<file path="config.mk">
export PLATFORM = sky130hd
export DESIGN_NAME = small_number_first_sorter_flat
export DESIGN_NICKNAME = d
export VERILOG_FILES = /design/src/rtl/small_number_first_sorter_pkg.sv /design/src/rtl/small_number_first_sorter_if.sv /design/src/rtl/small_number_first_sorter_compare_swap.sv /design/src/rtl/small_number_first_sorter.sv /design/src/flat_wrapper.sv
export SDC_FILE = /design/constraint.sdc
export NUM_CORES = 1
export LEC_CHECK = 0
export ABC_AREA = 1
export BUFFER_PORTS_ARGS = -buffer_cell sky130_fd_sc_hd__buf_2
export CORE_MARGIN = 1
export CORE_UTILIZATION = 47
export CTS_BUF_LIST = sky130_fd_sc_hd__clkbuf_16
export DETAILED_ROUTE_END_ITERATION = 8
export PLACE_DENSITY = 0.75
export SLEW_MARGIN = 20
export SYNTH_ARGS = -nofsm -noshare
export SYNTH_HDL_FRONTEND = slang
export SYNTH_SLANG_ARGS = --single-unit
</file>
<file path="constraint.sdc">
create_clock -name clk -period 3.9 [get_ports clk]
set_input_delay 0.39 -clock clk [delete_from_list [all_inputs] [get_ports clk]]
set_output_delay 0.39 -clock clk [all_outputs]
set_load 0.05 [all_outputs]
</file>
<file path="src/rtl/small_number_first_sorter_pkg.sv">
// Shared types and default sizing for the ascending burst sorter.
package sorter_pkg;

    localparam int SORTER_WIDTH = 8;
    localparam int SORTER_DEPTH = 4;

    typedef enum logic [1:0] {
        LOAD,
        SORT,
        DRAIN
    } state_t;

endpackage

</file>
<file path="src/rtl/small_number_first_sorter_if.sv">
// Input and output valid/ready streams of the sorter.
interface small_number_first_sorter_if
    import sorter_pkg::*;
#(
    parameter int WIDTH = SORTER_WIDTH
);

    logic             in_valid;
    logic             in_ready;
    logic [WIDTH-1:0] in_data;
    logic             out_valid;
    logic             out_ready;
    logic [WIDTH-1:0] out_data;
    logic             out_last;

    modport master (
        output in_valid,
        output in_data,
        output out_ready,
        input  in_ready,
        input  out_valid,
        input  out_data,
        input  out_last
    );

    modport slave (
        input  in_valid,
        input  in_data,
        input  out_ready,
        output in_ready,
        output out_valid,
        output out_data,
        output out_last
    );

endinterface

</file>
<file path="src/rtl/small_number_first_sorter_compare_swap.sv">
// Unsigned compare-and-swap; ties keep aIn on the low side.
module compare_swap #(
    parameter int WIDTH = 8
) (
    input  logic [WIDTH-1:0] aIn,
    input  logic [WIDTH-1:0] bIn,
    output logic [WIDTH-1:0] lo,
    output logic [WIDTH-1:0] hi
);

    logic w_swap;

    assign w_swap = aIn > bIn;
    assign lo     = w_swap ? bIn : aIn;
    assign hi     = w_swap ? aIn : bIn;

endmodule

</file>
<file path="src/rtl/small_number_first_sorter.sv">
// Loads a burst, sorts it with odd-even transposition, drains smallest first.
module small_number_first_sorter
    import sorter_pkg::*;
#(
    parameter int WIDTH = SORTER_WIDTH,
    parameter int DEPTH = SORTER_DEPTH
) (
    input  logic                         clk,
    input  logic                         reset,
    small_number_first_sorter_if.slave   bus,
    output logic                         busy
);

    localparam int             CW   = (DEPTH > 1) ? $clog2(DEPTH) : 1;
    localparam logic [CW-1:0]  LAST = CW'(DEPTH - 1);

    state_t           r_state;
    logic [WIDTH-1:0] r_regs [DEPTH];
    logic [CW-1:0]    r_wr_cnt;
    logic [CW-1:0]    r_pass_cnt;
    logic [CW-1:0]    r_rd_idx;
    logic             r_in_ready;
    logic             r_out_valid;
    logic [WIDTH-1:0] r_out_data;
    logic             r_out_last;
    logic             r_busy;

    logic [WIDTH-1:0] w_lo   [DEPTH-1];
    logic [WIDTH-1:0] w_hi   [DEPTH-1];
    logic [WIDTH-1:0] w_pass [DEPTH];
    logic [CW-1:0]    w_rd_nxt;
    logic             w_in_fire;
    logic             w_out_fire;

    genvar g;
    generate
        for (g = 0; g < DEPTH - 1; g++) begin : g_cs
            compare_swap #(
                .WIDTH (WIDTH)
            ) u_cs (
                .aIn (r_regs[g]),
                .bIn (r_regs[g+1]),
                .lo  (w_lo[g]),
                .hi  (w_hi[g])
            );
        end
    endgenerate

    // Only pairs whose lower index matches the pass parity take part.
    always_comb begin
        for (int j = 0; j < DEPTH; j++) begin
            w_pass[j] = r_regs[j];
        end
        for (int j = 0; j < DEPTH - 1; j++) begin
            if (j[0] == r_pass_cnt[0]) begin
                w_pass[j]   = w_lo[j];
                w_pass[j+1] = w_hi[j];
            end
        end
    end

    assign w_in_fire  = bus.in_valid && r_in_ready;
    assign w_out_fire = r_out_valid && bus.out_ready;
    assign w_rd_nxt   = r_rd_idx + CW'(1);

    always_ff @(posedge clk) begin
        if (reset) begin
            r_state     <= LOAD;
            r_wr_cnt    <= '0;
            r_pass_cnt  <= '0;
            r_rd_idx    <= '0;
            r_in_ready  <= 1'b1;
            r_out_valid <= 1'b0;
            r_out_data  <= '0;
            r_out_last  <= 1'b0;
            r_busy      <= 1'b0;
            for (int i = 0; i < DEPTH; i++) begin
                r_regs[i] <= '0;
            end
        end else begin
            unique case (r_state)
                LOAD: begin
                    if (w_in_fire) begin
                        r_regs[r_wr_cnt] <= bus.in_data;
                        if (r_wr_cnt == LAST) begin
                            r_wr_cnt   <= '0;
                            r_state    <= SORT;
                            r_in_ready <= 1'b0;
                            r_busy     <= 1'b1;
                        end else begin
                            r_wr_cnt <= r_wr_cnt + CW'(1);
                        end
                    end
                end
                SORT: begin
                    for (int i = 0; i < DEPTH; i++) begin
                        r_regs[i] <= w_pass[i];
                    end
                    if (r_pass_cnt == LAST) begin
                        r_pass_cnt <= '0;
                        r_state    <= DRAIN;
                    end else begin
                        r_pass_cnt <= r_pass_cnt + CW'(1);
                    end
                end
                DRAIN: begin
                    // First DRAIN cycle primes the registered output mux.
                    if (!r_out_valid) begin
                        r_out_valid <= 1'b1;
                        r_out_data  <= r_regs[r_rd_idx];
                        r_out_last  <= (r_rd_idx == LAST);
                    end else if (w_out_fire) begin
                        if (r_out_last) begin
                            r_state     <= LOAD;
                            r_rd_idx    <= '0;
                            r_out_valid <= 1'b0;
                            r_out_last  <= 1'b0;
                            r_in_ready  <= 1'b1;
                            r_busy      <= 1'b0;
                        end else begin
                            r_rd_idx   <= w_rd_nxt;
                            r_out_data <= r_regs[w_rd_nxt];
                            r_out_last <= (w_rd_nxt == LAST);
                        end
                    end
                end
                default: r_state <= LOAD;
            endcase
        end
    end

    assign bus.in_ready  = r_in_ready;
    assign bus.out_valid = r_out_valid;
    assign bus.out_data  = r_out_data;
    assign bus.out_last  = r_out_last;
    assign busy          = r_busy;

endmodule

</file>
<file path="src/flat_wrapper.sv">
// flat-port wrapper written by rule: the top's interface ports become plain ports
module small_number_first_sorter_flat import sorter_pkg::*;
#(
    parameter int WIDTH = SORTER_WIDTH,
    parameter int DEPTH = SORTER_DEPTH
)
  (clk, reset, busy, bus_in_valid, bus_in_data, bus_out_ready, bus_in_ready, bus_out_valid, bus_out_data, bus_out_last);
  small_number_first_sorter_if #(.WIDTH(WIDTH)) bus_i ();
  input  logic clk;
  input  logic reset;
  output logic busy;
  input wire logic [$bits(bus_i.in_valid)-1:0] bus_in_valid;
  input wire logic [$bits(bus_i.in_data)-1:0] bus_in_data;
  input wire logic [$bits(bus_i.out_ready)-1:0] bus_out_ready;
  output wire logic [$bits(bus_i.in_ready)-1:0] bus_in_ready;
  output wire logic [$bits(bus_i.out_valid)-1:0] bus_out_valid;
  output wire logic [$bits(bus_i.out_data)-1:0] bus_out_data;
  output wire logic [$bits(bus_i.out_last)-1:0] bus_out_last;
  assign bus_i.in_valid = bus_in_valid;
  assign bus_i.in_data = bus_in_data;
  assign bus_i.out_ready = bus_out_ready;
  assign bus_in_ready = bus_i.in_ready;
  assign bus_out_valid = bus_i.out_valid;
  assign bus_out_data = bus_i.out_data;
  assign bus_out_last = bus_i.out_last;
  small_number_first_sorter #(.WIDTH(WIDTH), .DEPTH(DEPTH)) u_core (.clk(clk), .reset(reset), .bus(bus_i), .busy(busy));
endmodule
</file>
Word level (Yosys, flattened, before mapping) --
Memory sizes are Yosys's and may differ from the RTL's. A register that Yosys moved wholly into a read port is not among the register bits. Index checks and enable logic that the tools add are counted.
Storage, ports and cells: RAM bits 32, memories kept 1, input bits 12, logic and storage cells 103, output and inout bits 12, register bits 20
Cells by class: bitwise gates (word level) 4, add/sub/neg operators 3, reduce and logical (&&, ||, !) cells 11, eq/ne operators 14, mux-type cells 58, order comparisons 3
Memory list:
- u_core.r_regs | depth 4, bits a word 8, rd ports 6, clocked after Yosys merged registers in 1, write ports 4, RTL line small_number_first_sorter.sv:18 | logic [WIDTH-1:0] r_regs [DEPTH];
Operators by type and width (count):
- $mux W8 | 14
- $mux W16 | 3
- $mux W1 | 26
- $gt A8 B8 Y1 | 3
- $mux W2 | 12
- $ne A2 B1 Y1 const B | 6
- $reduce_and A6 Y1 | 2
- $eq A2 B2 Y1 const B | 5
- $reduce_or A8 Y1 | 1
- $add A2 B1 Y2 const B | 3
- $pmux W2 S3 | 1
- $reduce_and A3 Y1 | 2
- $ne A2 B2 Y1 const B | 2
- $or A1 B1 Y1 | 4
- $pmux W1 S2 | 2
- $reduce_and A2 Y1 | 2
- $eq A2 B1 Y1 const B | 1
- $logic_and A1 B1 Y1 | 2
- $logic_not A2 Y1 | 1
- $reduce_bool A2 Y1 | 1

Logic depth before layout (Yosys ltp) --
Gate-level depths: netlist (run 1).
word-level depth 7, depth in mapped cells 13, gate-level depth less buffers 13

By module --
Synthesis (run 1) repeated with hierarchy kept, for this count alone.
Second synthesis, totals: cell total of the unflattened synthesis 662, area, all modules 4772.1 µm²
By module, submodules not included:
- small_number_first_sorter | times used 1, cells each 401, seq. area each 1401.3 µm², area an instance 3146.8 µm²
- compare_swap | times used 3, cells each 87, seq. area each 0.0 µm², area an instance 541.8 µm²

Worst setup path after synthesis (run 1) --
Ideal clock, no wire load.
path type register to register, start register u_core.r_in_ready, in the netlist u_core.bus.in_ready, end memory u_core.r_regs[2][0] (enable), cell stages (with the launch flop) 7, setup slack 1.874 ns, library setup time 0.370 ns, data required time 3.530 ns, buffers on the path 0, period minus slack after synthesis 2.026 ns, arrival time 1.655 ns, cells stage by stage dfxtp_1 nand3_2 nor2_4 nand2_2 nand2_1 nand2_1 nor2_1
RTL lines:
- start, declared | RTL line small_number_first_sorter.sv:22 | logic r_in_ready;
- start signal, assigned | RTL line small_number_first_sorter.sv:72 | r_in_ready <= 1'b1;
- start signal, assigned | RTL line small_number_first_sorter.sv:88 | r_in_ready <= 1'b0;
- start signal, assigned | RTL line small_number_first_sorter.sv:118 | r_in_ready <= 1'b1;
- end, declared | RTL line small_number_first_sorter.sv:18

==> results of run 1 <==
-- synthesized netlist by cell type, drive strengths merged --
cell      n
a21o      2
o21a      1
buf       9
nor2     43
inv      65
clkbuf   10
clkinv    1
o211ai   17
o21ai    57
ha       31
nand4     4
a21oi    36
a22o      1
nand2   101
nand3    18
dfxtp    22
o22ai    24
edfxtp   32
-- state kept, by name, indices dropped and copies added, names as in the netlist, named ones only --
register and count:
u_core.bus.in_ready 1, u_core.r_state 2, u_core.bus.out_data 8, u_core.bus.out_last 1
u_core.r_wr_cnt 2, u_core.busy 1, u_core.r_rd_idx 2, u_core.bus.out_valid 1
u_core.r_pass_cnt 2, u_core.r_regs 32
-- power breakdown --
| group | leakage (nW) | switching (W) | internal (W) | total, W |
|---|---|---|---|---|
| Sequential | 0.512 | 0.0000565 | 0.000664 | 0.000721 |
| Clock | 0.0826 | 0.000203 | 0.000299 | 0.000502 |
| Combinational | 1.16 | 0.000224 | 0.000111 | 0.000335 |
| Total | 1.76 | 0.000484 | 0.00107 | 0.00156 |
-- worst max path at each step --
stage | start | endpoint
floorplan | u_core.bus.in_ready | u_core.r_regs[2][0]
finish | u_core.r_regs[1][7] | u_core.r_regs[1][4]
CTS | u_core.r_regs[1][7] | u_core.r_regs[1][5]
global placement | reset | u_core.r_regs[1][4]
global route | u_core.r_regs[1][7] | u_core.r_regs[1][4]
detailed placement | reset | u_core.r_regs[1][5]
-- critical path, cell delays in order (launching register included) --
cell,delay (ps)
edfxtp_1,400
inv_1,120
ha_1,320
nand2_1,80
nor2_1,170
nand2_1,80
nand2_1,60
nand2_1,90
nand2_1,70
nand2_1,50
nor2_1,500
-- kinds of logic (layout without fill, tap and decap cells) --
kind of cell,after synthesis,count (layout),synth area share [%]
AO/OA/AOI/OAI,138,138,21.8
adder cells (fa/ha/maj),31,31,10.7
buffers and inverters,85,98,9.45
flip-flops,54,54,38.6
AND/OR/NAND/NOR,166,166,19.5
-- stage by stage --
stage          power [W]  setup WS, ps  hold slack (ps)  cells  area, µm²
5_1_grt          0.00164          1460              487    586       3940
3_3_place_gp     0.00104          1580              433    578       3780
4_1_cts          0.00155          1620              451    586       3940
3_5_place_dp     0.00106          1490              440    578       3780
2_1_floorplan   0.000959          1870              460    474       3630
6_report         0.00156          1590              451    586       3940
-- per-layer routing --
metal | vias up | global-route usage, % | routed length, µm
li1 | 1638 | - | -
met1 | 1523 | 31.8 | 4010
met2 | 176 | 34.8 | 4080
met3 | 9 | 4.23 | 803
met4 | 0 | 5.65 | 76
met5 | - | 0 | 0
-- final cells by class --
class                      instances  area (µm²)  share of cell area, %
multi-input combinational        335        1890                   47.8
sequential                        54        1400                   35.5
inverter                          66         248                   6.28
clock buffer                       5         125                   3.17
tap                               99         124                   3.14
timing repair buffer              24         123                   3.11
clock inverter                     3        37.5                  0.952
==> flow_metrics.env, run 1 <==
export IMPL_synth_top_area_share_pct=26.5
export IMPL_utilization_pct=53.5
export IMPL_crit_reg2reg_capture="u_core.r_regs[1][4]"
export IMPL_antenna_found_initial=0
export IMPL_die_y_um=89.9
export IMPL_run_status="complete, no violations"
export IMPL_min_period_over_period_pct=59.2
export IMPL_io_pins=24
export IMPL_dp_hpwl_um=6640
export IMPL_ys_types=27
export IMPL_layout_common_cells="nand2_1 (96), inv_1 (64), o21ai_0 (51), nor2_1 (39), a21oi_1 (35)"
export IMPL_postSynthCellCount=474
export IMPL_r2r_start="u_core.r_regs[1][7]"
export IMPL_clock_skew_ps=6.91
export IMPL_dieArea_um2=8080
export IMPL_drt_pass1_iterations=5
export IMPL_final_common_cell="nand2_1"
export IMPL_power_density_nw_per_um2=395
export IMPL_cts_sinks=54
export IMPL_min_to="u_core.busy"
export IMPL_required_ps=3830
export IMPL_drc=0
export IMPL_peakVddDrop_v=0.000221
export IMPL_start_kind="flip-flop"
export IMPL_gr_total_overflow=0
export IMPL_synthToLayoutAreaGrowth_pct=8.65
export IMPL_fp_dieW_um=89.9
export IMPL_numCtsBuffers=5
export IMPL_drt_wl_total_um=8960
export IMPL_grt_pass1_wl_um=14600
export IMPL_initial_core_util_pct=49.3
export IMPL_critical_path_class="flip-flop to flip-flop"
export IMPL_cts_tree="yes"
export IMPL_clk_pin_slew_ps=70
export IMPL_hold_path_class="flip-flop to flip-flop"
export IMPL_fmax_ghz=0.433
export IMPL_rsz0062_at_grt="no"
export IMPL_grt_pass1_vias=2928
export IMPL_crit_arrival_ps=2240
export IMPL_ctsResizeCount=0
export IMPL_htree_levels=2
export IMPL_drtIter0Drc=278
export IMPL_diodes=0
export IMPL_clock_latency_ps=290
export IMPL_ys_warn_count=0
export IMPL_cp_end_kind="flip-flop"
export IMPL_total_leakage_power_nw=1.76
export IMPL_routabilityCongestion=0.900
export IMPL_synthTopCellsByArea="edfxtp_1 (26%), dfxtp_1 (12%), ha_1 (11%), nand2_1 (9.9%), o21ai_0 (7.0%)"
export IMPL_nets=529
export IMPL_slew_headroom_pct=49.7
export IMPL_coreArea_um2=7370
export IMPL_avgSynthCellArea_um2=7.66
export IMPL_setup_viol=0
export IMPL_cts_setup_buffers=0
export IMPL_reg2regPathDepth=10
export IMPL_portBuffers=23
export IMPL_crit_fanout=8
export IMPL_maxSlewViolCount=0
export IMPL_clockRootBuffer="clkbuf_16"
export IMPL_drive_gt1_share_pct=9.03
export IMPL_wl_per_cell_um=15.3
export IMPL_min_period_ps=2310
export IMPL_netlist_area_um2=3630
export IMPL_synth_seq_cells=54
export IMPL_maxCapViolCount=0
export IMPL_whs_path_depth=2
export IMPL_ctsHoldBuffers=0
export IMPL_grt_total_usage_pct=22.3
export IMPL_via_per_inst=5.71
export IMPL_yosysTopAreaCell="edfxtp_1"
export IMPL_r2r_setup_slack_ps=1590
export IMPL_num_rows=31
export IMPL_grt_max_degree=35
export IMPL_fillCellCount=718
export IMPL_cts_path_max_buffers=2
export IMPL_hp_start="u_core.busy"
export IMPL_final_hold_viol_count=0
export IMPL_yosysSeqAreaShare_pct=38.6
export IMPL_vias=3346
export IMPL_syn_num_nets=517
export IMPL_tightest_slew_ps=753
export IMPL_ant_nets=0
export IMPL_fin_tns_setup_ps=0
Power figures use the tool's default switching activity.
==> run 2, diff against run 1 <==
--- a/config.mk
+++ b/config.mk
@@ -5,7 +5,7 @@
 export SDC_FILE = /design/constraint.sdc
 export NUM_CORES = 1
 export LEC_CHECK = 0
-export ABC_AREA = 1
+export ABC_AREA = 0
 export BUFFER_PORTS_ARGS = -buffer_cell sky130_fd_sc_hd__buf_2
 export CORE_MARGIN = 1
 export CORE_UTILIZATION = 47
==> constraint.sdc (replaced) <==
create_clock -name clk -period 2.3 [get_ports clk]
set_input_delay 0.23 -clock clk [delete_from_list [all_inputs] [get_ports clk]]
set_output_delay 0.23 -clock clk [all_outputs]
set_load 0.05 [all_outputs]
==> flow_metrics.env, run 2 <==
export IMPL_run_status="complete, no violations"
export IMPL_ant_nets=0
export IMPL_cts_path_max_buffers=2
export IMPL_grtUsageMet3_pct=2.77
export IMPL_start_kind="flip-flop"
export IMPL_io_pins=24
export IMPL_vias=2891
export IMPL_synth_seq_cells=54
export IMPL_ys_dominant_reg_cell="edfxtp_1"
export IMPL_synthToLayoutAreaGrowth_pct=16.8
export IMPL_antenna_found_initial=0
export IMPL_nets=432
export IMPL_place_area_um2=4030
export IMPL_utilization_pct=57.4
export IMPL_regMostFlops="u_core.r_regs"
export IMPL_gr_total_overflow=0
export IMPL_netlist_area_um2=3580
export IMPL_ys_types=41
export IMPL_final_common_cell="buf_4"
export IMPL_dieArea_um2=7970
export IMPL_synthTopCellsByCount="edfxtp_1 (32), ha_1 (31), inv_1 (28)"
export IMPL_rsz0062_at_grt="yes"
export IMPL_fmax_ghz=0.437
export IMPL_grt_total_usage_pct=23.0
export IMPL_cp_end_kind="flip-flop"
export IMPL_slew_headroom_pct=63.1
export IMPL_min_period_over_period_pct=99.5
export IMPL_p_switching_w=0.000595
export IMPL_clock_latency_ps=290
export IMPL_numCtsBuffers=5
export IMPL_drt_wl_total_um=8640
export IMPL_via_per_inst=5.91
export IMPL_yosysSeqAreaShare_pct=39.1
export IMPL_clockRootBuffer="clkbuf_16"
export IMPL_synthArstFlopShare_pct=0
export IMPL_maxSlewViolCount=0
export IMPL_fin_area_um2=4190
export IMPL_num_rows=31
export IMPL_dp_hpwl_um=6550
export IMPL_synthTopCellsByArea="edfxtp_1 (27%), dfxtp_1 (12%), ha_1 (11%), mux4_2 (10%), mux2i_1 (7.3%)"
export IMPL_hold_path_class="input port to flip-flop"
export IMPL_power_frac_seq_pct=49.6
export IMPL_postSynthCellCount=335
export IMPL_combPwrFrac_pct=16.8
export IMPL_clk_pin_slew_ps=70
export IMPL_cts_tree="yes"
export IMPL_busiest_layer="met2"
export IMPL_fp_dieW_um=89.3
export IMPL_drtIter0Drc=247
export IMPL_grtUsageMet1_pct=33.8
export IMPL_ctsHoldBuffers=0
export IMPL_power_density_nw_per_um2=535
export IMPL_clock_skew_ps=9.11
export IMPL_largest_reg_flops=32
export IMPL_peakVddDrop_v=0.000348
export IMPL_drive_gt1_share_pct=26.9
export IMPL_fin_tns_setup_ps=0
export IMPL_cts_setup_buffers=0
export IMPL_avgSynthCellArea_um2=10.7
export IMPL_post_synth_top_count_cell="edfxtp_1"
export IMPL_wl_per_cell_um=17.7
export IMPL_power_share_clock_pct=33.6
export IMPL_maxCapViolCount=0
export IMPL_grt_pass1_wl_um=13700
export IMPL_setup_viol=0
export IMPL_ys_warn_count=0
export IMPL_global_route_usage_met2_pct=35.7
export IMPL_drc=0
export IMPL_crit_arrival_ps=2220
export IMPL_hold_slack_ps=278
export IMPL_final_hold_viol_count=0
export IMPL_layout_common_cells="buf_4 (44), edfxtp_1 (32), ha_1 (31), inv_1 (28), mux2i_1 (26)"
export IMPL_htree_levels=2
export IMPL_tightest_slew_ps=553
export IMPL_syn_num_nets=378
export IMPL_critical_path_class="flip-flop to flip-flop"
export IMPL_synth_top_area_share_pct=26.8
export IMPL_total_power_w=0.00224
export IMPL_coreArea_um2=7290
export IMPL_required_ps=2230
export IMPL_portBuffers=23
export IMPL_die_y_um=89.3
export IMPL_drt_pass1_iterations=5
export IMPL_internal_power_w=0.00165
export IMPL_routabilityCongestion=0.941
export IMPL_initial_core_util_pct=49.1
export IMPL_grt_pass1_vias=2715
export IMPL_grt_max_degree=22
export IMPL_cts_sinks=54
export IMPL_yosysTopAreaCell="edfxtp_1"
export IMPL_fillCellCount=634
export IMPL_diodes=0
export IMPL_min_period_ps=2290
export IMPL_swShare_pct=26.5
export IMPL_crit_fanout=8
export IMPL_synth_edff_count=32
export IMPL_total_leakage_power_nw=1.65
run 2: worst paths after layout:
path                   startpoint                   end  slack, ps  depth (start not counted)
min                bus_in_data[2]   u_core.r_regs[0][2]        280                          2
max           u_core.r_regs[2][3]   u_core.r_regs[2][1]         10                          7
min reg2reg  u_core.r_pass_cnt[1]  u_core.r_pass_cnt[1]        470                          2
max reg2reg   u_core.r_regs[2][3]   u_core.r_regs[2][1]         10                          7
run 2: what timing repair did:
action,CTS,global route
resized for setup,2,1
hold endpoints to repair,0,0
setup endpoints to repair,16,16
run 2: power groups by stage:
stage,clock [W],combinational (W),sequential (W)
2_1_floorplan,0,0.000206,0.00113
3_3_place_gp,0,0.000352,0.00113
3_5_place_dp,0,0.000364,0.00113
4_1_cts,0.000758,0.000370,0.00111
5_1_grt,0.000801,0.000409,0.00112
6_report,0.000753,0.000376,0.00111
run 2: cells by family (layout without fill, tap and decap cells):
group                    Yosys count  in the layout  share of synthesized area [%]
AND/OR/NAND/NOR                   80             80                           11.5
AO/OA/AOI/OAI                     78             78                           14.5
flip-flops                        54             54                           39.1
buffers and inverters             49            104                           6.39
multiplexers                      43             43                           17.6
adder cells (fa/ha/maj)           31             31                           10.8
run 2: final cells by class:
type	count	area, µm²	area share [%]
multi-input cells	232	1960	46.9
flip-flops and latches	54	1400	33.5
repair buffers	67	445	10.6
clock buffers	5	125	2.99
well taps	99	124	2.96
inverters	29	109	2.60
clock inverters	3	16.3	0.389
run 2: per-stage QoR:
step                cells  setup slack (ps)
floorplan             335              45.8
finish                489              12.3
CTS                   489              30.1
global route          489             -89.5
detailed placement    481              -195
global placement      481              -147
run 2: critical path: stages, from the launching register on:
cell      delay, ps
edfxtp_1        470
inv_1            80
ha_1            330
nand4_1         120
nand2_1          70
a211oi_1        290
nor3_2           90
a21oi_2         470
run 2: per-layer routing:
layer / up-vias / wire length, µm
li1: 1362 / -
met1: 1409 / 3920
met2: 101 / 4080
met3: 19 / 462
met4: 0 / 175
met5: - / 0
==> run 3, diff against run 2 <==
--- a/config.mk
+++ b/config.mk
@@ -11,7 +11,9 @@
 export CORE_UTILIZATION = 47
 export CTS_BUF_LIST = sky130_fd_sc_hd__clkbuf_16
 export DETAILED_ROUTE_END_ITERATION = 8
+export HOLD_SLACK_MARGIN = 0.06
 export PLACE_DENSITY = 0.75
+export RECOVER_POWER = 100
 export SLEW_MARGIN = 20
 export SYNTH_ARGS = -nofsm -noshare
 export SYNTH_HDL_FRONTEND = slang
==> flow_metrics.env, run 3 (synthesis results as in run 2) <==
export IMPL_run_status="complete, no violations"
export IMPL_htree_levels=2
export IMPL_drc=0
export IMPL_diodes=0
export IMPL_total_leakage_power_nw=1.59
export IMPL_maxSlewViolCount=0
export IMPL_slew_headroom_pct=60.4
export IMPL_grt_total_usage_pct=23.0
export IMPL_grtUsageMet3_pct=2.77
export IMPL_whs_path_depth=3
export IMPL_layout_common_cells="buf_4 (39), edfxtp_1 (32), ha_1 (31), inv_1 (28), mux2i_1 (26)"
export IMPL_min_period_ps=2300
export IMPL_fin_area_um2=4130
export IMPL_numCtsBuffers=5
export IMPL_via_per_inst=5.85
export IMPL_power_density_nw_per_um2=541
export IMPL_reg2regPathDepth=7
export IMPL_initial_core_util_pct=49.1
export IMPL_min_to="u_core.r_regs[2][3]"
export IMPL_r2r_start="u_core.r_regs[2][3]"
export IMPL_grt_max_degree=22
export IMPL_r2r_setup_slack_ps=2
export IMPL_die_y_um=89.3
export IMPL_grt_pass1_vias=2715
export IMPL_rsz0062_at_grt="yes"
export IMPL_portBuffers=23
export IMPL_dp_cells=481
export IMPL_io_pins=24
export IMPL_fillCellCount=652
export IMPL_largest_reg_flops=32
export IMPL_clock_latency_ps=290
export IMPL_synthToLayoutAreaGrowth_pct=15.4
export IMPL_final_hold_viol_count=0
export IMPL_drive_gt1_share_pct=22.6
export IMPL_gr_total_overflow=0
export IMPL_critical_path_class="flip-flop to flip-flop"
export IMPL_busiest_layer="met2"
export IMPL_clk_pin_slew_ps=70
export IMPL_wl_per_cell_um=17.7
export IMPL_crit_fanout=8
export IMPL_place_area_um2=4030
export IMPL_antenna_found_initial=0
export IMPL_clock_skew_ps=7.80
export IMPL_crit_reg2reg_capture="u_core.r_regs[2][0]"
export IMPL_num_rows=31
export IMPL_final_common_cell="buf_4"
export IMPL_maxCapViolCount=0
export IMPL_setup_viol=0
export IMPL_start_kind="flip-flop"
export IMPL_cts_sinks=54
export IMPL_vias=2862
export IMPL_hold_path_class="input port to flip-flop"
export IMPL_cts_path_max_buffers=2
export IMPL_dieArea_um2=7970
export IMPL_crit_arrival_ps=2230
export IMPL_fmax_ghz=0.435
export IMPL_stdcell_count=489
export IMPL_regMostFlops="u_core.r_regs"
export IMPL_min_period_over_period_pct=99.9
export IMPL_dp_hpwl_um=6550
export IMPL_hp_start="bus_in_data[3]"
export IMPL_cts_tree="yes"
export IMPL_ant_nets=0
export IMPL_fp_dieW_um=89.3
export IMPL_drt_pass1_iterations=5
export IMPL_grt_pass1_wl_um=13700
export IMPL_peakVddDrop_v=0.000349
export IMPL_total_power_w=0.00224
export IMPL_routabilityCongestion=0.941
export IMPL_tightest_slew_ps=596
export IMPL_clockRootBuffer="clkbuf_16"
export IMPL_drt_wl_total_um=8670
export IMPL_drtIter0Drc=241
export IMPL_ctsHoldBuffers=0
export IMPL_coreArea_um2=7290
export IMPL_global_route_usage_met2_pct=35.7
export IMPL_cp_end_kind="flip-flop"
export IMPL_grtUsageMet1_pct=33.8
export IMPL_required_ps=2230
export IMPL_nets=432
==> run 3: worst max-delay path: stages (launching register included) <==
cell and delay (ps):
edfxtp_1 460, inv_1 80, ha_1 330, nand4_1 120, nand2_1 70, a211oi_1 300
nor3_2 90, a21oi_2 480
==> run 3: timing repair <==
action,CTS,global route
gates resized for setup,2,1
endpoints found under the setup margin,16,16
setup buffers,0,0
==> run 3: layout make-up <==
cell class / instances / area (µm²) / share of cell area (%)
multi-input combinational: 232 / 1940 / 47.0
sequential: 54 / 1400 / 33.9
timing repair buffer: 67 / 415 / 10.1
clock buffer: 5 / 125 / 3.03
tap: 99 / 124 / 3.00
inverter: 29 / 109 / 2.63
clock inverter: 3 / 16.3 / 0.394
==> run 3: metal layers <==
metal | routed length (µm) | vias up
met3 | 565 | 15
met4 | 152 | 0
li1 | - | 1362
met2 | 4070 | 110
met1 | 3880 | 1375
met5 | 0 | -
==> run 3: worst max-delay path by stage <==
stage                                    from             endpoint  slack [ps]  cells past startpoint
after floorplan           u_core.r_regs[2][1]  u_core.r_regs[3][0]          50                      6
after global placement    u_core.r_regs[2][1]  u_core.r_regs[2][1]        -150                      6
after detailed placement  u_core.r_regs[2][1]  u_core.r_regs[2][1]        -190                      6
after CTS                 u_core.r_regs[2][3]  u_core.r_regs[2][0]          30                      7
after global routing      u_core.r_regs[2][3]  u_core.r_regs[1][4]         -90                      7
final                     u_core.r_regs[2][3]  u_core.r_regs[2][0]           2                      7
==> run 3: through the flow <==
stage | util, % | worst slack, ps | hold WS (ps) | TNS, ps
floorplan | - | 45.8 | 417 | 0
global placement | 55.3 | -147 | 448 | -1370
detailed placement | 55.3 | -195 | 461 | -2470
CTS | 57.3 | 30.1 | 268 | 0
global route | 56.7 | -89.5 | 286 | -1330
finish | 56.7 | 2.07 | 279 | 0
==> run 3: power breakdown <==
group / total [W] / internal [W] / switching [W] / leakage (nW)
registers: 0.00111 / 0.00107 / 0.0000428 / 0.511
clock network: 0.000754 / 0.000401 / 0.000353 / 0.0742
logic: 0.000370 / 0.000173 / 0.000197 / 1.00
total: 0.00224 / 0.00164 / 0.000593 / 1.59
